**src/rtl/note_seq_pkg.sv**
```systemverilog
// note_seq_pkg: shared types and constants for the note sequencer.
package note_seq_pkg;
    typedef enum logic [1:0] {IDLE = 2'd0, LOAD = 2'd1, PLAY = 2'd2, DONE = 2'd3} state_e;
    typedef struct packed {
        logic [7:0] period;
        logic [3:0] beats;
    } entry_t;
    localparam logic [7:0] NOTE_REST = 8'd0;
    localparam logic [3:0] END_BEATS = 4'd0;
endpackage

```
**src/rtl/note_seq_if.sv**
```systemverilog
// note_seq_if: control, song-table write and player-facing signals of the sequencer.
interface note_seq_if #(parameter int NUM_NOTES = 8, parameter int BEAT_W = 16);
    localparam int IW = $clog2(NUM_NOTES);
    logic              wr_en;
    logic [IW-1:0]     wr_addr;
    logic [7:0]        wr_period;
    logic [3:0]        wr_beats;
    logic              start;
    logic              stop;
    logic [BEAT_W-1:0] beat_len;
    logic [7:0]        period;
    logic              np_rst;
    logic              busy;
    logic              done;
    logic [IW-1:0]     note_idx;
    logic [1:0]        state;
    modport master (
        output wr_en, wr_addr, wr_period, wr_beats, start, stop, beat_len,
        input  period, np_rst, busy, done, note_idx, state
    );
    modport slave (
        input  wr_en, wr_addr, wr_period, wr_beats, start, stop, beat_len,
        output period, np_rst, busy, done, note_idx, state
    );
endinterface

```
**src/rtl/note_seq_mem.sv**
```systemverilog
// note_seq_mem: song table register file, cleared by reset, one write and one combinational read port.
module note_seq_mem
    import note_seq_pkg::*;
#(
    parameter int NUM_NOTES = 8
) (
    input  logic                         clk,
    input  logic                         rst,
    input  logic                         wr_en_i,
    input  logic [$clog2(NUM_NOTES)-1:0] wr_addr_i,
    input  entry_t                       wr_data_i,
    input  logic [$clog2(NUM_NOTES)-1:0] rd_addr_i,
    output entry_t                       rd_data_o
);
    entry_t mem_q [NUM_NOTES];
    always_ff @(posedge clk or posedge rst) begin
        if (rst) begin
            for (int i = 0; i < NUM_NOTES; i++) mem_q[i] <= '0;
        end else if (wr_en_i) begin
            mem_q[wr_addr_i] <= wr_data_i;
        end
    end
    assign rd_data_o = mem_q[rd_addr_i];
endmodule

```
**src/rtl/note_sequencer_rtl.sv**
```systemverilog
// note_sequencer_rtl: steps through the song table, driving the note player's period and reset.
module note_sequencer_rtl
    import note_seq_pkg::*;
#(
    parameter int NUM_NOTES = 8,
    parameter int BEAT_W    = 16
) (
    input logic       clk,
    input logic       rst,
    note_seq_if.slave bus
);
    localparam int IW = $clog2(NUM_NOTES);
    state_e            state_q;
    logic [IW-1:0]     note_idx_q;
    logic [7:0]        period_q;
    logic [3:0]        beats_left_q;
    logic [BEAT_W-1:0] beat_cnt_q;
    logic [BEAT_W-1:0] beat_end;
    logic              beat_wrap;
    entry_t            rd_entry;
    note_seq_mem #(.NUM_NOTES(NUM_NOTES)) u_mem (
        .clk       (clk),
        .rst       (rst),
        .wr_en_i   (bus.wr_en),
        .wr_addr_i (bus.wr_addr),
        .wr_data_i ({bus.wr_period, bus.wr_beats}),
        .rd_addr_i (note_idx_q),
        .rd_data_o (rd_entry)
    );
    // beat_len of 0 behaves as 1, so the beat ends when the counter sits at 0
    assign beat_end  = (bus.beat_len == '0) ? '0 : bus.beat_len - 1'b1;
    assign beat_wrap = beat_cnt_q == beat_end;
    always_ff @(posedge clk or posedge rst) begin
        if (rst) begin
            state_q      <= IDLE;
            note_idx_q   <= '0;
            period_q     <= '0;
            beats_left_q <= '0;
            beat_cnt_q   <= '0;
        end else if (bus.stop) begin
            state_q <= IDLE;
        end else begin
            case (state_q)
                IDLE: if (bus.start) begin
                    state_q    <= LOAD;
                    note_idx_q <= '0;
                end
                LOAD: if (rd_entry.beats == END_BEATS) begin
                    state_q <= DONE;
                end else begin
                    period_q     <= rd_entry.period;
                    beats_left_q <= rd_entry.beats;
                    beat_cnt_q   <= '0;
                    state_q      <= PLAY;
                end
                PLAY: begin
                    beat_cnt_q <= beat_wrap ? '0 : beat_cnt_q + 1'b1;
                    if (beat_wrap) beats_left_q <= beats_left_q - 1'b1;
                    if (beat_wrap && beats_left_q == 4'd1) begin
                        if (note_idx_q == IW'(NUM_NOTES - 1)) begin
                            state_q <= DONE;
                        end else begin
                            note_idx_q <= note_idx_q + 1'b1;
                            state_q    <= LOAD;
                        end
                    end
                end
                default: state_q <= IDLE;
            endcase
        end
    end
    assign bus.period   = (state_q == PLAY) ? period_q : NOTE_REST;
    assign bus.np_rst   = state_q != PLAY || period_q == NOTE_REST;
    assign bus.busy     = state_q == LOAD || state_q == PLAY;
    assign bus.done     = state_q == DONE;
    assign bus.note_idx = note_idx_q;
    assign bus.state    = state_q;
endmodule

```
**src/flat_wrapper.sv**
```systemverilog
// flat-port wrapper written by rule: the top's interface ports become plain ports
module note_sequencer_rtl_flat import note_seq_pkg::*;
#(
    parameter int NUM_NOTES = 8,
    parameter int BEAT_W    = 16
)
  (clk, rst, bus_wr_en, bus_wr_addr, bus_wr_period, bus_wr_beats, bus_start, bus_stop, bus_beat_len, bus_period, bus_np_rst, bus_busy, bus_done, bus_note_idx, bus_state);
  note_seq_if #(.NUM_NOTES(NUM_NOTES), .BEAT_W(BEAT_W)) bus_i ();
  input logic clk;
  input logic rst;
  input wire logic [$bits(bus_i.wr_en)-1:0] bus_wr_en;
  input wire logic [$bits(bus_i.wr_addr)-1:0] bus_wr_addr;
  input wire logic [$bits(bus_i.wr_period)-1:0] bus_wr_period;
  input wire logic [$bits(bus_i.wr_beats)-1:0] bus_wr_beats;
  input wire logic [$bits(bus_i.start)-1:0] bus_start;
  input wire logic [$bits(bus_i.stop)-1:0] bus_stop;
  input wire logic [$bits(bus_i.beat_len)-1:0] bus_beat_len;
  output wire logic [$bits(bus_i.period)-1:0] bus_period;
  output wire logic [$bits(bus_i.np_rst)-1:0] bus_np_rst;
  output wire logic [$bits(bus_i.busy)-1:0] bus_busy;
  output wire logic [$bits(bus_i.done)-1:0] bus_done;
  output wire logic [$bits(bus_i.note_idx)-1:0] bus_note_idx;
  output wire logic [$bits(bus_i.state)-1:0] bus_state;
  assign bus_i.wr_en = bus_wr_en;
  assign bus_i.wr_addr = bus_wr_addr;
  assign bus_i.wr_period = bus_wr_period;
  assign bus_i.wr_beats = bus_wr_beats;
  assign bus_i.start = bus_start;
  assign bus_i.stop = bus_stop;
  assign bus_i.beat_len = bus_beat_len;
  assign bus_period = bus_i.period;
  assign bus_np_rst = bus_i.np_rst;
  assign bus_busy = bus_i.busy;
  assign bus_done = bus_i.done;
  assign bus_note_idx = bus_i.note_idx;
  assign bus_state = bus_i.state;
  note_sequencer_rtl #(.NUM_NOTES(NUM_NOTES), .BEAT_W(BEAT_W)) u_core (.clk(clk), .rst(rst), .bus(bus_i));
endmodule
```
**config.mk**
```make
export PLATFORM = sky130hd
export DESIGN_NAME = note_sequencer_rtl_flat
export DESIGN_NICKNAME = d
export VERILOG_FILES = /design/src/rtl/note_seq_pkg.sv /design/src/rtl/note_seq_if.sv /design/src/rtl/note_seq_mem.sv /design/src/rtl/note_sequencer_rtl.sv /design/src/flat_wrapper.sv
export SDC_FILE = /design/constraint.sdc
export NUM_CORES = 1
export LEC_CHECK = 0
export CAP_MARGIN = 30
export CORE_ASPECT_RATIO = 1.25
export CORE_UTILIZATION = 35
export DETAILED_ROUTE_END_ITERATION = 6
export PLACE_DENSITY = 0.5
export SYNTH_ARGS = -nofsm -noshare
export SYNTH_HDL_FRONTEND = slang
export SYNTH_SLANG_ARGS = --single-unit
export TNS_END_PERCENT = 10
```
**constraint.sdc**
```tcl
create_clock -name clk -period 9.28 [get_ports clk]
set_input_delay 2.32 -clock clk [delete_from_list [all_inputs] [get_ports clk]]
set_output_delay 2.32 -clock clk [all_outputs]
set_load 0.02 [all_outputs]
```
After elaboration in Yosys (flattened, before gate mapping)
Cells that the tools add are included.

Bitwise operators: 4. $lt $le $gt $ge: 3. Add/sub/neg operators: 4. Eq/ne operators: 14. Reductions and logical operators: 15. Multiplexer cells: 24.

Operators with widths (number): $bwmux 96 (1); $mux 16 (3); $bmux 12 s3 (1); $demux 12 s3 (1); $mux 12 (3); $pmux 16 s2 (1); $add 16x1->16 const B (1); $eq 16x16->1 (1); $logic_not 16->1 (1); $sub 16x1->16 const B (1); $mux 3 (3); $ge 4x4->1 const B (2); $logic_not 8->1 (1); $mux 2 (4); $mux 4 (2); $mux 8 (1); $ne 2x2->1 const B (4); $not 3->4 (2); $pmux 4 s2 (1); $pmux 2 s3 (1); $pmux 3 s2 (1); $reduce_and 3->1 (2); $reduce_and 5->1 (1); $eq 2x2->1 const B (2); 18 further kinds (23).

Flip-flop bits (word level): 129. Output and inout port bits: 16. Word-level logic and storage cells: 85. Bits of input ports: 36.

Depth between registers and ports, before layout
Gate-level depths: netlist of run 1.

Word-level depth: 8. Gate-level depth with buffers: 12. Gate-level depth less buffers: 11.

Modules after synthesis
From an unflattened synthesis of run 1, not the netlist that was laid out.

Cells, all modules: 610. Area, all modules: 7400.8 µm².

By module, submodules not included: note_seq_mem (area an instance 4386.7 µm², cells each 252, instances 1, sequential area each 2402.3 µm²); note_sequencer_rtl (area an instance 3014.1 µm², cells each 358, instances 1, sequential area each 825.8 µm²).

Worst setup path before layout of run 1
No wires, ideal clock.

Path kind: input to register. Start: in bus_beat_len[3]. End: reg u_core.beats_left_q[0]. Data required time: 9.156 ns. Arrival: 5.238 ns. Library setup time: 0.124 ns. Buffers on the path: 0. Slack: 3.918 ns. Stages: 9. Path through: or4_4 -> or3_1 -> xor2_1 -> a221o_1 -> or4_4 -> a2111oi_4 -> nand2_4 -> and3_1 -> a211o_1.

Cells in the longest elaborated chain, start to end: 5. Elaborated cells between the ends (all ways): 6. Classes of those cells: add/sub (1); eq/ne (2); mux (1); reduce/logical (2).

Ends and longest elaborated chain: start, declared (line flat_wrapper.sv:17) `input wire logic [$bits(bus_i.beat_len)-1:0] bus_beat_len;`; $sub 16x1->16 / $logic_not 16->1 (equally long branches) (line note_sequencer_rtl.sv:31) `assign beat_end = (bus.beat_len == '0) ? '0 : bus.beat_len - 1'b1;`; $mux 16 * (line note_sequencer_rtl.sv:31); $eq 16x16->1 * (line note_sequencer_rtl.sv:32) `assign beat_wrap = beat_cnt_q == beat_end;`; $ne 2x1->1 (no line) *; $reduce_and 4->1 (no line) *; end signal, assigned (line note_sequencer_rtl.sv:52) `beats_left_q <= rd_entry.beats;`; end signal, assigned (line note_sequencer_rtl.sv:58) `if (beat_wrap) beats_left_q <= beats_left_q - 1'b1;`; end, declared (line note_sequencer_rtl.sv:16) `logic [3:0] beats_left_q;`.

Mark *: on every way between the ends. The rest lies on a longest branch, timed or not. A chain may end at the register's enable or synchronous reset.

Final worst setup path of run 1
Start: in bus_beat_len[2]. End: reg u_core.beat_cnt_q[2].

Cells in the longest elaborated chain, start to end: 5. Elaborated cells between the ends (all ways): 6. Classes of those cells: add/sub (1); eq/ne (1); mux (3); reduce/logical (1).

Ends and longest elaborated chain: $sub 16x1->16 / $logic_not 16->1 (equally long branches) (line note_sequencer_rtl.sv:31); $mux 16 * (line note_sequencer_rtl.sv:31); $eq 16x16->1 * (line note_sequencer_rtl.sv:32); $mux 16 * (line note_sequencer_rtl.sv:57) `beat_cnt_q <= beat_wrap ? '0 : beat_cnt_q + 1'b1;`; $pmux 16 s2 * (line note_sequencer_rtl.sv:43) `case (state_q)`; end signal, assigned (line note_sequencer_rtl.sv:57); end, declared (line note_sequencer_rtl.sv:17) `logic [BEAT_W-1:0] beat_cnt_q;`.

Marked as above.

==> results of run 1 <==
==> sequential cells by signal, indices dropped and copies added, names as in the netlist <==
signal               flops
u_core.u_mem.mem_q      96
u_core.beat_cnt_q       16
u_core.period_q          8
u_core.beats_left_q      4
u_core.bus.note_idx      3
u_core.bus.state         2
==> cells by family after synthesis <==
family | share of synthesized area, %
xor gates and xnor gates | 2.51
DFF | 46.2
buffers and inverters | 2.90
AOI/OAI and AO/OA | 8.13
adders and majority gates | 1.79
muxes | 25.3
and+or+nand+nor | 13.2
==> worst reg2reg max path, delay by kind of cell (launching register included) <==
| family | cells | cell delay [ns] |
|---|---|---|
| and+or+nand+nor | 3 | 1.22 |
| muxes | 2 | 0.92 |
| buffers and inverters | 2 | 0.69 |
| AOI/OAI and AO/OA | 2 | 0.43 |
| DFF | 1 | 0.32 |
==> stage by stage <==
step | hold WS [ns] | power, uW | utilization [%]
after CTS | 0.500 | 1970 | 43.2
after detailed placement | 0.488 | 1300 | 40.2
after global routing | 0.507 | 2050 | 43.3
after floorplan | 0.474 | 1130 | -
after global placement | 0.481 | 1280 | 40.1
final | 0.499 | 1940 | 43.3
==> cells in the final DEF (no fill, tap or decap), drive strengths merged, types with 3 or more instances in the layout <==
cell / count
clkdlybuf4s50: 51
nor4: 10
mux2i: 10
o32ai: 3
a31oi: 4
buf: 10
a211oi: 3
nand2b: 3
nand4b: 5
inv: 24
o41ai: 6
nand4: 12
a21o: 3
mux4: 24
or3: 3
nor2: 37
o21ai: 9
nor3: 13
nand3: 20
a211o: 3
and2: 10
mux2: 100
a21oi: 19
dfrtp: 129
or4: 6
xnor2: 14
ha: 10
xor2: 6
o21a: 3
nor3b: 8
and3: 4
or2: 4
clkbuf: 25
nand2: 26
o22ai: 10
==> final cells by class <==
type | instances | area [sq um] | share of cell area [%]
flip-flops and latches | 129 | 3230 | 38.3
inverters | 25 | 96.3 | 1.14
clock inverters | 4 | 75.1 | 0.890
repair buffers | 61 | 617 | 7.31
well taps | 265 | 332 | 3.93
multi-input cells | 409 | 3590 | 42.5
clock buffers | 25 | 505 | 5.99
==> routing by layer <==
layer  vias up  share of wire, %  track usage, %
met5         -                 0               0
met4         0               2.2            7.86
met3        29               3.4            3.69
met2       110                53            31.7
met1      2548                42            21.9
li1       2309                 -               -
==> synthesized netlist by cell type, types with 3 or more instances <==
library cell / count / area, sq um
sky130_fd_sc_hd__mux2i_1: 10 / 100
sky130_fd_sc_hd__or3_1: 3 / 18.8
sky130_fd_sc_hd__nand2_1: 24 / 90.1
sky130_fd_sc_hd__or2_2: 4 / 25.0
sky130_fd_sc_hd__a211o_1: 3 / 26.3
sky130_fd_sc_hd__nand2b_1: 3 / 18.8
sky130_fd_sc_hd__mux2_2: 100 / 1130
sky130_fd_sc_hd__nor4_1: 8 / 50.1
sky130_fd_sc_hd__a211oi_1: 3 / 22.5
sky130_fd_sc_hd__a21o_1: 3 / 22.5
sky130_fd_sc_hd__clkbuf_1: 23 / 86.3
sky130_fd_sc_hd__o41ai_1: 5 / 43.8
sky130_fd_sc_hd__dfrtp_1: 129 / 3230
sky130_fd_sc_hd__nand4b_1: 5 / 43.8
sky130_fd_sc_hd__nand3_1: 20 / 100
sky130_fd_sc_hd__xor2_1: 6 / 52.6
sky130_fd_sc_hd__buf_1: 6 / 22.5
sky130_fd_sc_hd__and2_1: 10 / 62.6
sky130_fd_sc_hd__xnor2_1: 14 / 123
sky130_fd_sc_hd__mux4_2: 24 / 541
sky130_fd_sc_hd__ha_1: 10 / 125
sky130_fd_sc_hd__o21a_1: 3 / 22.5
sky130_fd_sc_hd__inv_1: 24 / 90.1
sky130_fd_sc_hd__a31oi_1: 4 / 25.0
sky130_fd_sc_hd__or4_1: 4 / 30.0
sky130_fd_sc_hd__nand4_1: 11 / 68.8
sky130_fd_sc_hd__o21ai_0: 8 / 40.0
sky130_fd_sc_hd__nor2_1: 36 / 135
sky130_fd_sc_hd__and3_1: 4 / 25.0
sky130_fd_sc_hd__nor3b_1: 8 / 60.1
sky130_fd_sc_hd__a21oi_1: 18 / 90.1
sky130_fd_sc_hd__o22ai_1: 10 / 62.6
sky130_fd_sc_hd__nor3_1: 13 / 65.1
==> power by group through the flow <==
stage,clock network (uW),logic [uW],registers [uW]
5_1_grt,697,569,788
3_3_place_gp,0,510,772
4_1_cts,673,524,771
2_1_floorplan,0,375,755
6_report,657,518,771
3_5_place_dp,0,522,781
==> final timing paths <==
kind,slack [ns],from,end,depth (start not counted)
worst max-delay path,3.22,bus_beat_len[2],u_core.beat_cnt_q[2],10
min in group asynchronous,2.29,rst,u_core.beats_left_q[3],2
max in group asynchronous,5.91,rst,u_core.u_mem.mem_q[19],4
worst max register to register,5.59,u_core.bus.note_idx[0],u_core.beat_cnt_q[2],9
worst min-delay path,0.50,u_core.u_mem.mem_q[64],u_core.u_mem.mem_q[64],1
worst min register to register,0.50,u_core.u_mem.mem_q[64],u_core.u_mem.mem_q[64],1
==> impl_summary.log, run 1 <==
INFO  metric max_slew_margin = a little over a third
INFO  metric switchingPower = about 560 uW
INFO  metric dieHeight = about 160 microns
INFO  metric floorplan.io_pins = 52
INFO  metric non_filler_cells_final = 918
INFO  metric synth_top_flop_cell = sky130_fd_sc_hd__dfrtp_1
INFO  metric tritoncts.num_buffers = 17
INFO  metric synth.avg_cell_area = 11.8 sq um
INFO  metric area_growth_syn_to_layout = 20.7%
INFO  metric cts-root-to-sink-buffers = 2
INFO  metric h-tree-depth = 4
INFO  metric grt_util_all_layers = between 10% and 20%
INFO  metric fin_crit = around 6 ns
INFO  metric synthArstFlopShare = between 90% and 100%
INFO  metric firstDrtPassIters = 5
INFO  metric clock.fmax = approximately 0.16 GHz
INFO  metric dr_total_vias = approximately 5000
INFO  metric placeableCoreArea = 19500 sq um
INFO  metric critical-path-top-delay-family = simple AND/OR/NAND/NOR gates
INFO  metric cts_sinks = ~130
INFO  metric hold_path_class = flop to flop
INFO  metric post_synth_num_cell_types = 61
INFO  metric placed_instances = approximately 890
INFO  metric synthesis.area = 6990 sq um
INFO  metric holdBufCountCts = 0
INFO  metric tightestPinTransition = 0.966 ns
INFO  metric final.setup_skew = around 0.0072 ns
INFO  metric cellPowerDensity = around 230 nW/um^2
INFO  metric cp_num_buf_inv = 1
INFO  metric crit_arrival = approximately 6.4 ns
INFO  metric final.setup.tns = 0 ns
INFO  metric grt_pass1_vias = between 5000 and 6000
INFO  metric status = finished clean
INFO  metric placement.io_buffers = 51
INFO  metric p_sw_share = roughly 29%
INFO  metric die-area = between 20000 and 25000 sq um
INFO  metric postSynthRegisterBits = approximately 130
INFO  metric clk_pin_slew_worst_setup_hold_paths = 0.05 ns
INFO  metric post_cts.resized_instances = 0
INFO  metric combPwrFrac = a little over a quarter
INFO  metric insertion_delay = ~0.41 ns
INFO  metric number_of_vias_per_cell_after_detailed_routing = ~5.4
INFO  metric cts_post_setup_buffers_inserted = 0
INFO  metric rsz_0062_raised_after_global_routing = false
INFO  metric timing.final.setup_violations = 0
INFO  metric finalMaxSlewViolations = 0
INFO  metric crit_path_max_incr_delay = ~0.86 ns
INFO  metric worst_path_max_delay_cell = sky130_fd_sc_hd__nor4_2
INFO  metric number_of_nets_produced_by_synthesis = around 640
INFO  metric grt_pass1_wl = 28600 microns
INFO  metric grt-ovfl-total = 0
INFO  metric floorplan.die.width = roughly 130 microns
INFO  metric final_nets = 689
INFO  metric netlist_instances = 592
INFO  metric finalCritPeriodShare = between 60% and 70%
INFO  metric grt_antenna_before_repair = 0
INFO  metric timing.final.hold_violations = 0
INFO  metric maxCapViolations = 0
INFO  metric pwr-share-seq = approximately two fifths
INFO  metric pwr-share-clk = about 34%
INFO  metric critPathMaxFanout = 10
INFO  metric tritoncts = yes
INFO  metric finalInstanceArea = around 8400 sq um
INFO  metric drive_above_1_share = between 20% and 30%
INFO  metric fin_ws = between 3 and 4 ns
INFO  metric initial_utilization = a little over a third
INFO  metric path_class = input port to flop
INFO  metric grt_max_degree = 76
INFO  metric finalWeightedCongestion = 0.855
INFO  metric crit_required = 9.57 ns
INFO  metric number_of_drc_violations_after_detailed_routing = 0
INFO  metric cts_root_buffer = sky130_fd_sc_hd__clkbuf_16
INFO  metric cp-start-kind = input port
INFO  metric placed_cell_area = 7830 sq um
INFO  metric dr.first_iter.drc_count = between 150 and 200
INFO  metric cp-end-kind = flop
INFO  metric timing.critical_path.cells = clkdlybuf4s50_1, nor4_2, nand4_2, nor4_1, a221oi_1, or4_4, a2111oi_4, a21oi_2, nand2_2, o22ai_1
INFO  metric hpwl = between 10000 and 15000 microns
INFO  metric ys_warn_count = 0
INFO  metric ir_drop = between 100 and 150 uV
INFO  metric synth_enable_flop_cells = 0
INFO  metric fillers = ~1800
INFO  metric antennaDiodeCount = 0
INFO  metric cell_internal_pwr = between 1000 and 1500 uW
INFO  metric routed_wl = 17500 microns
INFO  metric power.leakage = between 0.003 and 0.004 uW
INFO  metric synth_seq_area_share = roughly 46%
INFO  metric wire_per_inst = about 19 microns
INFO  metric place_ws = about 2.8 ns
INFO  metric std_cell_rows = 57
INFO  metric antenna_left = 0
Power figures use the tool's default switching activity.
==> run 2: changes to the inputs <==
PLACE_DENSITY = 0.52   (was 0.5)
clock period = 4.9 ns   (was 9.28 ns; I/O delays follow)
==> run 2 against run 1 <==
Net effect: highest routed layer unchanged; non-clock buffer count rose by 15; first-iteration DRC count rose by 26%; sequential cell count did not move; total power rose by 94%; register-to-register slack got worse by 4.3 ns; hold slack barely moved; via count rose by 0.64%; cell area rose by 2.0%; largest cell class unchanged.
==> impl_summary.log, run 2 (synthesis results as in run 1) <==
INFO  metric status = finished clean
INFO  metric layout.cells.most_common_list = sky130_fd_sc_hd__dfrtp_1 (129), sky130_fd_sc_hd__mux2_2 (100), sky130_fd_sc_hd__clkdlybuf4s50_1 (51)
INFO  metric wire_per_inst = 18.8 microns (-1.8%)
INFO  metric grt_max_degree = 71 (-6.6%)
INFO  metric area_growth_syn_to_layout = 23.1%
INFO  metric max_slew_margin = 34.1% (-0.89 points)
INFO  metric clock.fmax = about 0.23 GHz
INFO  metric max_flop_register = u_core.u_mem.mem_q
INFO  metric hold_path_class = flop to flop
INFO  metric dr_total_vias = 5028 (+0.64%)
INFO  metric cp-start-kind = input port
INFO  metric cellPowerDensity = 439 nW/um^2 (+90%)
INFO  metric crit_path_max_incr_delay = 0.55 ns (-0.31 ns)
INFO  metric p_sw_share = 28.8% (about the same)
INFO  metric tightestPinTransition = 0.984 ns (+0.0179 ns)
INFO  metric finalWeightedCongestion = 0.870 (+1.8%)
INFO  metric combPwrFrac = 25.8% (-0.8 points)
INFO  metric path_class = input port to flop
INFO  metric cpMostUsedCell = sky130_fd_sc_hd__buf_4
INFO  metric number_of_drc_violations_after_detailed_routing = 0 (unchanged)
INFO  metric fillers = 1797 (-1.4%)
INFO  metric cts_root_buffer = sky130_fd_sc_hd__clkbuf_16
INFO  metric crit_start = bus_beat_len[7]
INFO  metric finalInstanceArea = 8610 sq um (+2.0%)
INFO  metric ir_drop = 246 uV (+120%)
INFO  metric timing.final.setup_violations = 0 (unchanged)
INFO  metric switchingPower = 1090 uW (+94%)
INFO  metric antennaDiodeCount = 0 (unchanged)
INFO  metric timing.critical_path.cells = clkdlybuf4s50_1, buf_4, nor4_1, buf_4, nand4_2, nor4_1, a221oi_1, or4_4, a2111oi_4, buf_4, nand2_4, o41ai_1, a211o_1
INFO  metric placeableCoreArea = 19500 sq um (unchanged)
INFO  metric biggestRegsByFlops = u_core.u_mem.mem_q (96), u_core.beat_cnt_q (16), u_core.period_q (8)
INFO  metric placed_cell_area = 7960 sq um (+1.6%)
INFO  metric grt_util_all_layers = 18.3% (about the same)
INFO  metric die-area = 20500 sq um (unchanged)
INFO  metric number_of_vias_per_cell_after_detailed_routing = 5.38 (-1.2%)
INFO  metric grt-ovfl-total = 0 (unchanged)
INFO  metric hpwl = 12300 microns (about the same)
INFO  metric final_common_cell = sky130_fd_sc_hd__dfrtp_1
INFO  metric fin_worst_hold_slack = 0.499 ns (-0.000408 ns)
INFO  metric cts_post_setup_buffers_inserted = 0 (unchanged)
INFO  metric floorplan.die.width = 128 microns (unchanged)
INFO  metric crit_required = 5.25 ns (-4.32 ns)
INFO  metric rsz_0062_raised_after_global_routing = false
INFO  metric cts_sinks = 129 (unchanged)
INFO  metric holdBufCountCts = 0 (unchanged)
INFO  metric fin_crit = between 4 and 5 ns
INFO  metric post_cts.resized_instances = 0 (unchanged)
INFO  metric dieHeight = 160 microns (unchanged)
INFO  metric initial_utilization = 35.9% (unchanged)
INFO  metric dr.first_iter.drc_count = 249 (+26%)
INFO  metric timing.final.hold_violations = 0 (unchanged)
INFO  metric finalCritPeriodShare = roughly 90%
INFO  metric tritoncts = yes
INFO  metric floorplan.io_pins = 52 (unchanged)
INFO  metric tritoncts.num_buffers = 17 (unchanged)
INFO  metric firstDrtPassIters = 4 (-1)
INFO  metric insertion_delay = 0.41 ns (about the same)
INFO  metric final_nets = 704 (+2.2%)
INFO  metric critPathMaxFanout = 9 (-1)
INFO  metric grt_pass1_wl = 28900 microns (+1.1%)
INFO  metric grt_antenna_before_repair = 0 (unchanged)
INFO  metric hold_path_startpoint = u_core.u_mem.mem_q[52]
INFO  metric power.leakage = 0.00342 uW (+3.2%)
INFO  metric pwr-share-clk = 35.1% (+1.3 points)
INFO  metric final.setup.tns = 0 ns (unchanged)
INFO  metric cell_internal_pwr = 2690 uW (+94%)
INFO  metric h-tree-depth = 4 (unchanged)
INFO  metric final.setup_skew = 0.00840 ns (+0.00116 ns)
INFO  metric routed_wl = 17500 microns (about the same)
INFO  metric grt_pass1_vias = 5379 (+1.6%)
INFO  metric cp-end-kind = flop
INFO  metric drive_above_1_share = 30.3% (+2.1 points)
INFO  metric r2r-start = u_core.bus.note_idx[0]
INFO  metric maxCapViolations = 0 (unchanged)
INFO  metric std_cell_rows = 57 (unchanged)
INFO  metric clk_pin_slew_worst_setup_hold_paths = 0.05 ns (about the same)
INFO  metric antenna_left = 0 (unchanged)
INFO  metric crit_arrival = 4.77 ns (-1.58 ns)
INFO  metric finalMaxSlewViolations = 0 (unchanged)
INFO  metric worst_path_max_delay_cell = sky130_fd_sc_hd__or4_4
INFO  metric cts-root-to-sink-buffers = 2 (unchanged)
INFO  metric largest_register_ff_count = 96 (unchanged)
INFO  metric pwr-share-seq = 39.1% (-0.5 points)
INFO  metric placement.io_buffers = 51 (unchanged)
run 2: cell types whose count changed in the layout (fill, tap and decap cells not counted), sizes merged:
cell and delta:
clkbuf -2, clkinvlp -1, buf +15, clkinv +3
bufinv +1, inv +1
run 2: power by group through the flow:
stage / logic (uW) / registers [uW] / clock network (uW)
6_report: 974 / 1480 / 1330
5_1_grt: 1070 / 1510 / 1400
4_1_cts: 983 / 1480 / 1350
2_1_floorplan: 710 / 1430 / 0
3_3_place_gp: 961 / 1480 / 0
3_5_place_dp: 977 / 1500 / 0
run 2: layer usage:
layer | part of all wire (%) | GRT usage [%] | vias up
li1 | - | - | 2339
met1 | 42 | 22.2 | 2551
met2 | 52 | 31.9 | 104
met3 | 3.3 | 3.48 | 34
met4 | 2.3 | 6.95 | 0
met5 | 0 | 0 | -
run 2: final timing paths:
check                                    endpoint  slack, ns  cells after the start
max reg2reg                u_core.beats_left_q[1]       1.32                      9
min in group asynchronous    u_core.beat_cnt_q[9]       1.03                      2
min                        u_core.u_mem.mem_q[52]       0.50                      1
min reg2reg                u_core.u_mem.mem_q[52]       0.50                      1
max in group asynchronous  u_core.u_mem.mem_q[18]       2.98                      4
max                        u_core.beats_left_q[1]       0.48                     13
run 2: area by class of cell:
| type | count | area, sq um | share of cell area (%) |
|---|---|---|---|
| clock buffers | 23 | 498 | 5.79 |
| clock inverters | 8 | 125 | 1.45 |
| inverters | 25 | 96.3 | 1.12 |
| multi-input cells | 409 | 3590 | 41.7 |
| flip-flops and latches | 129 | 3230 | 37.5 |
| well taps | 265 | 332 | 3.85 |
| repair buffers | 76 | 742 | 8.62 |
run 2: stage by stage:
stage	cells	setup slack (ns)	utilization, %	total power [uW]
floorplan	592	0.234	-	2140
global placement	901	0.0677	40.7	2440
detailed placement	903	-0.00404	40.9	2470
CTS	934	0.409	44.1	3810
global route	935	0.260	44.2	3980
finish	935	0.478	44.2	3780
run 2: worst max-delay path, delay by kind of cell:
family,cells,cell delay (ns)
and+or+nand+nor,5,1.49
AOI/OAI and AO/OA,4,1.02
buffers and inverters,4,1.04
